### src/rtl/pkmc_bankrow_tracker_pkg.sv
// -----------------------------------------------------------------------------
// pkmc_bankrow_tracker_pkg
//   Shared constants and types for the pkmc open-row tracker.
//   - Default bank/row/idle-timer geometry of the pkmc SDRAM controller.
//   - 2-bit row status encoding for consumers that prefer a coded status
//     over the three one-hot q_hit/q_miss/q_empty flags.
//   - pkmc_classify(): maps (bank open, row matches) onto that encoding.
// -----------------------------------------------------------------------------
package pkmc_bankrow_tracker_pkg;

  localparam int PKMC_NBANKS   = 4;
  localparam int PKMC_BANKW    = 2;
  localparam int PKMC_ROWW     = 13;
  localparam int PKMC_IDLE_MAX = 255;
  localparam int PKMC_IDLEW    = 8;

  typedef enum logic [1:0] {
    PKMC_ROW_EMPTY = 2'd0,
    PKMC_ROW_HIT   = 2'd1,
    PKMC_ROW_MISS  = 2'd2
  } pkmc_row_status_e;

  function automatic pkmc_row_status_e pkmc_classify(input logic valid,
                                                     input logic row_match);
    if (!valid) begin
      return PKMC_ROW_EMPTY;
    end else if (row_match) begin
      return PKMC_ROW_HIT;
    end else begin
      return PKMC_ROW_MISS;
    end
  endfunction

endpackage

### src/rtl/pkmc_bankrow_tracker_if.sv
// -----------------------------------------------------------------------------
// pkmc_bankrow_tracker_if
//   Bundle between the address decoder / command sequencer (master) and the
//   open-row tracker (slave).
//   Query   : q_bank, q_row  -> q_hit, q_miss, q_empty (combinational)
//   Commands: act_en, pre_en/pre_bank, pre_all, acc_en
//   Status  : close_req, close_bank, open_mask (from registered state)
// -----------------------------------------------------------------------------
interface pkmc_bankrow_tracker_if
  import pkmc_bankrow_tracker_pkg::*;
#(
  parameter int NBANKS = PKMC_NBANKS,
  parameter int BANKW  = PKMC_BANKW,
  parameter int ROWW   = PKMC_ROWW
);

  logic [BANKW-1:0]  q_bank;
  logic [ROWW-1:0]   q_row;
  logic              q_hit;
  logic              q_miss;
  logic              q_empty;
  logic              act_en;
  logic              pre_en;
  logic [BANKW-1:0]  pre_bank;
  logic              pre_all;
  logic              acc_en;
  logic              close_req;
  logic [BANKW-1:0]  close_bank;
  logic [NBANKS-1:0] open_mask;

  modport master (
    output q_bank, q_row, act_en, pre_en, pre_bank, pre_all, acc_en,
    input  q_hit, q_miss, q_empty, close_req, close_bank, open_mask
  );

  modport slave (
    input  q_bank, q_row, act_en, pre_en, pre_bank, pre_all, acc_en,
    output q_hit, q_miss, q_empty, close_req, close_bank, open_mask
  );

endinterface

### src/rtl/pkmc_bankrow_tracker_bank_entry.sv
// -----------------------------------------------------------------------------
// pkmc_bankrow_tracker_bank_entry
//   State of a single SDRAM bank: open flag, open row and idle counter.
//   Ports:
//     clk, rst     : clock, synchronous active-high reset
//     i_pre_all    : close this bank (precharge-all / auto-refresh)
//     i_act, i_row : activate this bank with row i_row
//     i_pre        : precharge this bank
//     i_acc        : read/write to this bank, restarts the idle counter
//     o_valid      : bank open
//     o_row        : open row (stale while closed)
//     o_close      : bank open and idle for IDLE_MAX cycles
// -----------------------------------------------------------------------------
module pkmc_bankrow_tracker_bank_entry
  import pkmc_bankrow_tracker_pkg::*;
#(
  parameter int ROWW     = PKMC_ROWW,
  parameter int IDLE_MAX = PKMC_IDLE_MAX,
  parameter int IDLEW    = PKMC_IDLEW
) (
  input  logic            clk,
  input  logic            rst,
  input  logic            i_pre_all,
  input  logic            i_act,
  input  logic            i_pre,
  input  logic            i_acc,
  input  logic [ROWW-1:0] i_row,
  output logic            o_valid,
  output logic [ROWW-1:0] o_row,
  output logic            o_close
);

  localparam logic [IDLEW-1:0] LP_IDLE_MAX = IDLEW'(IDLE_MAX);

  logic             r_valid;
  logic [ROWW-1:0]  r_row;
  logic [IDLEW-1:0] r_cnt;

  // Branch order is the command priority: a same-bank activate beats a
  // precharge, and only pre_all beats an activate.
  always_ff @(posedge clk) begin
    if (rst) begin
      r_valid <= 1'b0;
      r_row   <= '0;
      r_cnt   <= '0;
    end else if (i_pre_all) begin
      r_valid <= 1'b0;
      r_cnt   <= '0;
    end else if (i_act) begin
      r_valid <= 1'b1;
      r_row   <= i_row;
      r_cnt   <= '0;
    end else if (i_pre) begin
      r_valid <= 1'b0;
      r_cnt   <= '0;
    end else if (i_acc && r_valid) begin
      r_cnt   <= '0;
    end else if (r_valid && (r_cnt < LP_IDLE_MAX)) begin
      // Saturates at IDLE_MAX so a pending close request is held.
      r_cnt   <= r_cnt + 1'b1;
    end
  end

  assign o_valid = r_valid;
  assign o_row   = r_row;

  generate
    if (IDLE_MAX == 0) begin : g_no_timer
      assign o_close = 1'b0;
    end else begin : g_timer
      assign o_close = r_valid && (r_cnt == LP_IDLE_MAX);
    end
  endgenerate

endmodule

### src/rtl/pkmc_bankrow_tracker.sv
// -----------------------------------------------------------------------------
// pkmc_bankrow_tracker
//   Multi-bank open-row tracker: classifies each access as row hit, row miss
//   or bank empty and asks for a precharge of banks left idle too long.
//   Ports:
//     clk, rst : clock, synchronous active-high reset
//     bus      : pkmc_bankrow_tracker_if.slave (query, commands, status)
// -----------------------------------------------------------------------------
module pkmc_bankrow_tracker
  import pkmc_bankrow_tracker_pkg::*;
#(
  parameter int NBANKS   = PKMC_NBANKS,
  parameter int BANKW    = PKMC_BANKW,
  parameter int ROWW     = PKMC_ROWW,
  parameter int IDLE_MAX = PKMC_IDLE_MAX,
  parameter int IDLEW    = PKMC_IDLEW
) (
  input logic                   clk,
  input logic                   rst,
  pkmc_bankrow_tracker_if.slave bus
);

  logic [NBANKS-1:0] w_valid;
  logic [NBANKS-1:0] w_close;
  logic [NBANKS-1:0] w_act;
  logic [NBANKS-1:0] w_pre;
  logic [NBANKS-1:0] w_acc;
  logic [ROWW-1:0]   w_row [NBANKS];
  logic [BANKW-1:0]  w_close_bank;
  pkmc_row_status_e  w_status;

  genvar gi;
  generate
    for (gi = 0; gi < NBANKS; gi++) begin : g_bank
      assign w_act[gi] = bus.act_en && (bus.q_bank == BANKW'(gi));
      assign w_pre[gi] = bus.pre_en && (bus.pre_bank == BANKW'(gi));
      assign w_acc[gi] = bus.acc_en && (bus.q_bank == BANKW'(gi));

      pkmc_bankrow_tracker_bank_entry #(
        .ROWW     (ROWW),
        .IDLE_MAX (IDLE_MAX),
        .IDLEW    (IDLEW)
      ) u_entry (
        .clk       (clk),
        .rst       (rst),
        .i_pre_all (bus.pre_all),
        .i_act     (w_act[gi]),
        .i_pre     (w_pre[gi]),
        .i_acc     (w_acc[gi]),
        .i_row     (bus.q_row),
        .o_valid   (w_valid[gi]),
        .o_row     (w_row[gi]),
        .o_close   (w_close[gi])
      );
    end
  endgenerate

  // Zero-latency query against the selected bank's current state.
  assign w_status = pkmc_classify(w_valid[bus.q_bank],
                                  w_row[bus.q_bank] == bus.q_row);

  assign bus.q_hit   = (w_status == PKMC_ROW_HIT);
  assign bus.q_miss  = (w_status == PKMC_ROW_MISS);
  assign bus.q_empty = (w_status == PKMC_ROW_EMPTY);

  // Scan from the top so the lowest requesting bank is the last one written.
  always_comb begin
    w_close_bank = '0;
    for (int i = NBANKS - 1; i >= 0; i--) begin
      if (w_close[i]) begin
        w_close_bank = BANKW'(i);
      end
    end
  end

  assign bus.close_req  = |w_close;
  assign bus.close_bank = w_close_bank;
  assign bus.open_mask  = w_valid;

endmodule
### src/flat_wrapper.sv
// flat-port wrapper written by rule: the top's interface ports become plain ports
module pkmc_bankrow_tracker_flat import pkmc_bankrow_tracker_pkg::*;
#(
  parameter int NBANKS   = PKMC_NBANKS,
  parameter int BANKW    = PKMC_BANKW,
  parameter int ROWW     = PKMC_ROWW,
  parameter int IDLE_MAX = PKMC_IDLE_MAX,
  parameter int IDLEW    = PKMC_IDLEW
)
  (clk, rst, bus_q_bank, bus_q_row, bus_act_en, bus_pre_en, bus_pre_bank, bus_pre_all, bus_acc_en, bus_q_hit, bus_q_miss, bus_q_empty, bus_close_req, bus_close_bank, bus_open_mask);
  pkmc_bankrow_tracker_if #(.NBANKS(NBANKS), .BANKW(BANKW), .ROWW(ROWW)) bus_i ();
  input logic clk;
  input logic rst;
  input wire logic [$bits(bus_i.q_bank)-1:0] bus_q_bank;
  input wire logic [$bits(bus_i.q_row)-1:0] bus_q_row;
  input wire logic [$bits(bus_i.act_en)-1:0] bus_act_en;
  input wire logic [$bits(bus_i.pre_en)-1:0] bus_pre_en;
  input wire logic [$bits(bus_i.pre_bank)-1:0] bus_pre_bank;
  input wire logic [$bits(bus_i.pre_all)-1:0] bus_pre_all;
  input wire logic [$bits(bus_i.acc_en)-1:0] bus_acc_en;
  output wire logic [$bits(bus_i.q_hit)-1:0] bus_q_hit;
  output wire logic [$bits(bus_i.q_miss)-1:0] bus_q_miss;
  output wire logic [$bits(bus_i.q_empty)-1:0] bus_q_empty;
  output wire logic [$bits(bus_i.close_req)-1:0] bus_close_req;
  output wire logic [$bits(bus_i.close_bank)-1:0] bus_close_bank;
  output wire logic [$bits(bus_i.open_mask)-1:0] bus_open_mask;
  assign bus_i.q_bank = bus_q_bank;
  assign bus_i.q_row = bus_q_row;
  assign bus_i.act_en = bus_act_en;
  assign bus_i.pre_en = bus_pre_en;
  assign bus_i.pre_bank = bus_pre_bank;
  assign bus_i.pre_all = bus_pre_all;
  assign bus_i.acc_en = bus_acc_en;
  assign bus_q_hit = bus_i.q_hit;
  assign bus_q_miss = bus_i.q_miss;
  assign bus_q_empty = bus_i.q_empty;
  assign bus_close_req = bus_i.close_req;
  assign bus_close_bank = bus_i.close_bank;
  assign bus_open_mask = bus_i.open_mask;
  pkmc_bankrow_tracker #(.NBANKS(NBANKS), .BANKW(BANKW), .ROWW(ROWW), .IDLE_MAX(IDLE_MAX), .IDLEW(IDLEW)) u_core (.clk(clk), .rst(rst), .bus(bus_i));
endmodule
### config.mk
export PLATFORM = sky130hd
export DESIGN_NAME = pkmc_bankrow_tracker_flat
export DESIGN_NICKNAME = d
export VERILOG_FILES = /design/src/rtl/pkmc_bankrow_tracker_pkg.sv /design/src/rtl/pkmc_bankrow_tracker_if.sv /design/src/rtl/pkmc_bankrow_tracker_bank_entry.sv /design/src/rtl/pkmc_bankrow_tracker.sv /design/src/flat_wrapper.sv
export SDC_FILE = /design/constraint.sdc
export NUM_CORES = 1
export LEC_CHECK = 0
export BUFFER_PORTS_ARGS = -buffer_cell sky130_fd_sc_hd__buf_2
export CAP_MARGIN = 10
export CORE_UTILIZATION = 55
export CTS_CLUSTER_SIZE = 25
export DETAILED_ROUTE_END_ITERATION = 12
export GPL_TIMING_DRIVEN = 0
export HOLD_SLACK_MARGIN = 0.12
export PLACE_DENSITY = 0.73
export SLEW_MARGIN = 20
export SYNTH_ARGS = -nofsm -noshare
export SYNTH_HDL_FRONTEND = slang
export SYNTH_SLANG_ARGS = --single-unit
### constraint.sdc
create_clock -name clk -period 3 [get_ports clk]
set_input_delay 0.6 -clock clk [delete_from_list [all_inputs] [get_ports clk]]
set_output_delay 0.6 -clock clk [all_outputs]
set_load 0.005 [all_outputs]
# --- After elaboration in Yosys (flattened, before gate mapping) ---
# Cells that the tools add are included.
word_totals:
  reg_bits: 88
  input_bits: 23
  out_inout_bits: 10
  word_cells: 97
classes:
  addsub: 4
  order_cmp: 6
  n_eq_ne: 13
  mux: 19
  bitwise: 2
  reduce_logical: 41
ops:
  columns: ["operator", "n"]
  rows:
  - ["8-bit by 1-bit adder with 8-bit output (second input constant)", 4]
  - ["8-bit equality test (second input constant)", 4]
  - ["8-bit less-than comparator (second input constant)", 4]
  - ["13-bit binary-select mux with 2-bit select", 1]
  - ["13-bit two-way mux", 2]
  - ["1-bit logical AND", 24]
  - ["5-bit OR reduction", 4]
  - ["13-bit equality test", 1]
  - ["2-bit two-way mux", 6]
  - ["2-bit equality test (second input constant)", 5]
  - ["1-bit two-way mux", 9]
  - ["2-bit AND reduction", 4]
  - ["2-bit nonzero test", 4]
  - ["2-bit by 1-bit equality test with 1-bit output (second input constant)", 3]
  - ["2-bit logical NOT", 3]
  - ["4-bit OR reduction", 1]
  - ["3-bit greater-or-equal comparator (second input constant)", 1]
  - ["2-bit by 3-bit less-than comparator with 1-bit output (second input constant)", 1]
  - ["2-bit inverter with 3-bit output", 1]
  - ["1-bit binary-select mux with 2-bit select", 1]
  - ["2-bit OR reduction", 1]
  - ["1-bit inverter", 1]

# --- Logic depth before layout (Yosys ltp) ---
depth:
  ltp_word: 8
  mapped_depth: 8
  ltp_nobuf: 6

# --- Hierarchy ---
# A second synthesis with hierarchy kept.
hier_totals:
  cells_unflattened: 521
  hier_area_um2: 4508.1
modules_own_cells:
  columns: ["mod", "n_inst", "cells_each", "area_each_um2", "seq_area_each_um2"]
  rows:
  - ["pkmc_bankrow_tracker_bank_entry", 4, 113, 950.9, 440.4]
  - ["pkmc_bankrow_tracker", 1, 69, 704.4, 0.0]

# --- Worst setup path after synthesis ---
# OpenSTA, ideal clock, no wires.
synth_timing:
  kind: "input-to-output"
  from: "in bus_q_bank[1]"
  to: "out bus_q_miss"
  arrival_ns: 2.111
  required_time_ns: 2.400
  path_slack_ns: 0.289
  path_stages: 7
  n_path_buf: 2
  path_cell_list: "buf_6 -> buf_8 -> mux4_1 -> xnor2_1 -> nand3_1 -> or3_1 -> o21ba_1"
synth_via:
  elab_chain_len: 8
  elab_cells_between_ends: 10
  classes_between: "eq/ne (2); mux (7); bitwise (1)"
synth_rtl:
  columns: ["element", "line", "rtl"]
  rows:
  - ["start, declared", "flat_wrapper.sv:14", "input wire logic [$bits(bus_i.q_bank)-1:0] bus_q_bank;"]
  - ["2-bit inverter with 3-bit output (implied by the code)", "pkmc_bankrow_tracker.sv:60", "w_row[bus.q_bank] == bus.q_row);"]
  - ["13-bit binary-select mux with 2-bit select", "pkmc_bankrow_tracker.sv:60", null]
  - ["13-bit two-way mux (implied by the code) (2 in series)", "pkmc_bankrow_tracker.sv:60", null]
  - ["13-bit equality test", "pkmc_bankrow_tracker.sv:60", null]
  - ["2-bit two-way mux", "pkmc_bankrow_tracker_pkg.sv:27", "end else if (row_match) begin"]
  - ["2-bit two-way mux (*)", "pkmc_bankrow_tracker_pkg.sv:25", "if (!valid) begin"]
  - ["2-bit equality test (*)", "pkmc_bankrow_tracker.sv:63", "assign bus.q_miss = (w_status == PKMC_ROW_MISS);"]
  - ["end, declared", "flat_wrapper.sv:22", "output wire logic [$bits(bus_i.q_miss)-1:0] bus_q_miss;"]
# Every way passes the cells marked *; elsewhere a longest branch is shown, timed or not. The select of a mux whose other input is x is not followed.

# --- Worst setup path in the final report ---
# Ends and elaborated chain as after synthesis.

==> impl_metrics.json <==
{
  "status": "finished, final reports clean",
  "multi_input_area_um2": 2250,
  "ys_warn_count": 0,
  "drt_first_pass_iters": 5,
  "antenna_cells": 0,
  "clock_latency_ns": 0.36,
  "gp_congestion": 0.822,
  "numCtsBuffers": 9,
  "htree_levels": 3,
  "fin_worst_skew_ns": 0.00711,
  "grt_usage_pct": 25.7,
  "synthCells": 490,
  "period_minus_slack_ns": 2.94,
  "required_ns": 2.40,
  "start_kind": "input pin",
  "seq_area_frac_synth_pct": 42.4,
  "cp-end-kind": "primary output",
  "worstPathMaxFanout": 8,
  "top_level_ports": 33,
  "grt_pass1_vias": 3211,
  "critPathKind": "in -> out",
  "final_area_um2": 4670,
  "area.sequential_um2": 1760,
  "drive_gt1_share_pct": 13.1,
  "tightest_slew_ns": 1.04,
  "async_flop_share_pct": 0,
  "hp-class": "reg -> reg",
  "netlist_area_um2": 4150,
  "post-route-util_pct": 64.0,
  "grt_overflow": 0,
  "avgViaCountPerCell": 5.60,
  "vias": 3556,
  "ctsHoldBuffers": 0,
  "core_area_um2": 7290,
  "clockBufferDepth": 2,
  "drt_iter0_markers": 322,
  "syn_to_final_growth_pct": 12.4,
  "synth-seq-cells": 88,
  "wl_per_cell_um": 14.9,
  "yosysUniqueCellTypes": 42,
  "finalSetupViolations": 0,
  "synth_top_area_share_pct": 42.4,
  "clock-sinks": 88,
  "reg2reg_depth": 5,
  "placedCellCount": 618,
  "irDropWorstVdd_uv": 278,
  "die_h_um": 88.9,
  "place_area_um2": 4420,
  "antenna_found_initial": 0,
  "netlist_top_cells_area": "dfxtp_1 (42%), nand2_1 (12%), a21oi_1 (7.4%)",
  "p_leak_uw": 0.00160,
  "post-route-period-util_pct": 98.1,
  "holdPathStages": 2,
  "start_util_pct": 56.9,
  "synth_flop_cell": "dfxtp_1",
  "synth_nets": 517,
  "grt_max_degree": 16,
  "layout.nets": 558,
  "pwr_density_cell_nw_per_um2": 474,
  "slew_headroom_pct": 29.9,
  "root_buffer": "clkbuf_8",
  "rows": 31,
  "crit_arrival_ns": 2.34,
  "slew_viol_final": 0,
  "nFillCells": 659,
  "finalPower_uw": 2210,
  "hpwl_um": 6520,
  "grt_first_pass_wirelength_um": 15100,
  "fin_cells": 635,
  "drt-total-wl_um": 9460,
  "synth_area_leader_cell": "dfxtp_1",
  "dieArea_um2": 7900,
  "avgSynthCellArea_um2": 8.47,
  "timing.fmax_mhz": 340,
  "cap_violations": 0,
  "place_ws_ns": -0.128,
  "cts_tree": "done",
  "io_buffers": 29,
  "drtAntennaViolNets": 0,
  "finalHoldViolCount": 0,
  "clk_pin_slew_ns": 0.09,
  "route.detailed.drc": 0,
  "layout_setup_ws_ns": 0.0572,
  "synth_edf_count": 0,
  "die_x_um": 88.9
}
[logic make-up (layout without fill, tap and decap cells)]
family / Yosys count / after routing / synth area share, %
AND/OR/NAND/NOR: 227 / 227 / 24.0
flip-flops: 88 / 88 / 42.4
AO/OA/AOI/OAI: 85 / 85 / 11.8
XOR/XNOR: 33 / 33 / 6.96
buffers and inverters: 31 / 77 / 3.71
multiplexers: 22 / 22 / 9.85
adder cells (fa/ha/maj): 4 / 4 / 1.21
[through the flow]
step | hold slack, ns | setup TNS, ns
floorplan | 0.432 | 0
global placement | 0.437 | -0.257
detailed placement | 0.445 | -0.244
CTS | 0.459 | 0
global route | 0.475 | -0.00177
finish | 0.457 | 0
[where the power goes]
group          internal (uW)  leakage [uW]  switching [uW]
Combinational           69.5      0.000782             106
Clock                    415      0.000104             429
Sequential              1180      0.000711            10.3
[worst max-delay path, stage by stage]
cell and delay (ns):
buf_12 0.11, buf_8 0.13, mux4_2 0.52, xnor2_2 0.15, nand4_1 0.11, or3_4 0.40
o21ba_1 0.19, buf_2 0.12
[final cells by class]
type                       count  share of cell area (%)
multi-input combinational    371                    48.2
timing repair buffer          30                    3.27
buffer                        25                    3.27
inverter                       6                   0.483
tap                           99                    2.65
clock buffer                  11                    3.03
clock inverter                 5                    1.39
sequential                    88                    37.7
[worst paths after layout]
| kind | start | end | slack, ns |
|---|---|---|---|
| worst max register to register | u_core.g_bank[2].u_entry.r_cnt[5]$_SDFFE_PP0P_ | u_core.g_bank[2].u_entry.r_cnt[7]$_SDFFE_PP0P_ | 1.18 |
| worst min-delay path | u_core.g_bank[2].u_entry.o_row[8]$_SDFFE_PP0P_ | u_core.g_bank[2].u_entry.o_row[8]$_SDFFE_PP0P_ | 0.46 |
| worst max-delay path | bus_q_bank[1] | bus_q_miss | 0.06 |
| worst min register to register | u_core.g_bank[2].u_entry.o_row[8]$_SDFFE_PP0P_ | u_core.g_bank[2].u_entry.o_row[8]$_SDFFE_PP0P_ | 0.46 |
[cells in the final DEF (no fill, tap or decap), types with 3 or more instances in the layout]
| cell type | synthesis | layout |
|---|---|---|
| a2111oi_0 | 4 | 4 |
| a21oi_1 | 61 | 61 |
| and4_1 | 4 | 4 |
| buf_2 | 3 | 30 |
| buf_4 | 4 | 6 |
| clkbuf_1 | 16 | 17 |
| clkbuf_8 | 0 | 10 |
| clkinv_4 | 0 | 3 |
| dfxtp_1 | 88 | 88 |
| ha_1 | 4 | 4 |
| inv_1 | 6 | 6 |
| mux2i_1 | 9 | 9 |
| mux4_1 | 10 | 4 |
| mux4_2 | 2 | 8 |
| nand2_1 | 130 | 130 |
| nand2b_1 | 4 | 4 |
| nand3_1 | 7 | 7 |
| nand4_1 | 16 | 16 |
| nor2_1 | 38 | 38 |
| nor2b_1 | 7 | 7 |
| nor3_1 | 9 | 8 |
| o21ai_0 | 3 | 3 |
| o31ai_1 | 3 | 3 |
| xnor2_1 | 17 | 14 |
| xnor2_2 | 0 | 3 |
| xor2_1 | 16 | 16 |
[registers in the layout (all words and copies together) (netlist names)]
name                           count
u_core.g_bank.u_entry.o_row       52
u_core.g_bank.u_entry.o_valid      4
u_core.g_bank.u_entry.r_cnt       32
[routing by layer]
metal  track usage (%)  wire (um)  share of wire, %  vias to the layer above
met3              7.02        525               5.5                       15
li1                  -          -                 -                     1768
met1              32.4       4260                45                     1685
met4              7.48        138               1.5                        0
met5                 0          0                 0                        -
met2              43.2       4540                48                       88
[cell usage after synthesis, types with 2 or more instances]
cell type  number
a2111oi_0       4
a211oi_1        2
a21oi_1        61
a22oi_1         2
and2_1          2
and3_1          2
and4_1          4
buf_2           3
buf_4           4
clkbuf_1       16
dfxtp_1        88
ha_1            4
inv_1           6
mux2i_1         9
mux4_1         10
mux4_2          2
nand2_1       130
nand2b_1        4
nand3_1         7
nand4_1        16
nor2_1         38
nor2b_1         7
nor3_1          9
nor4b_1         2
o211ai_1        2
o21a_1          2
o21ai_0         3
o221ai_1        2
o31ai_1         3
or3_1           3
xnor2_1        17
xor2_1         16
[timing repair]
| item | 4_1_cts | 5_1_grt |
|---|---|---|
| resized for setup | 5 | 13 |
| pin swaps | 1 | 5 |
| endpoints found under the setup margin | 2 | 2 |
| setup buffers | 1 | 0 |
No activity file was read; power rests on OpenSTA's default activity.
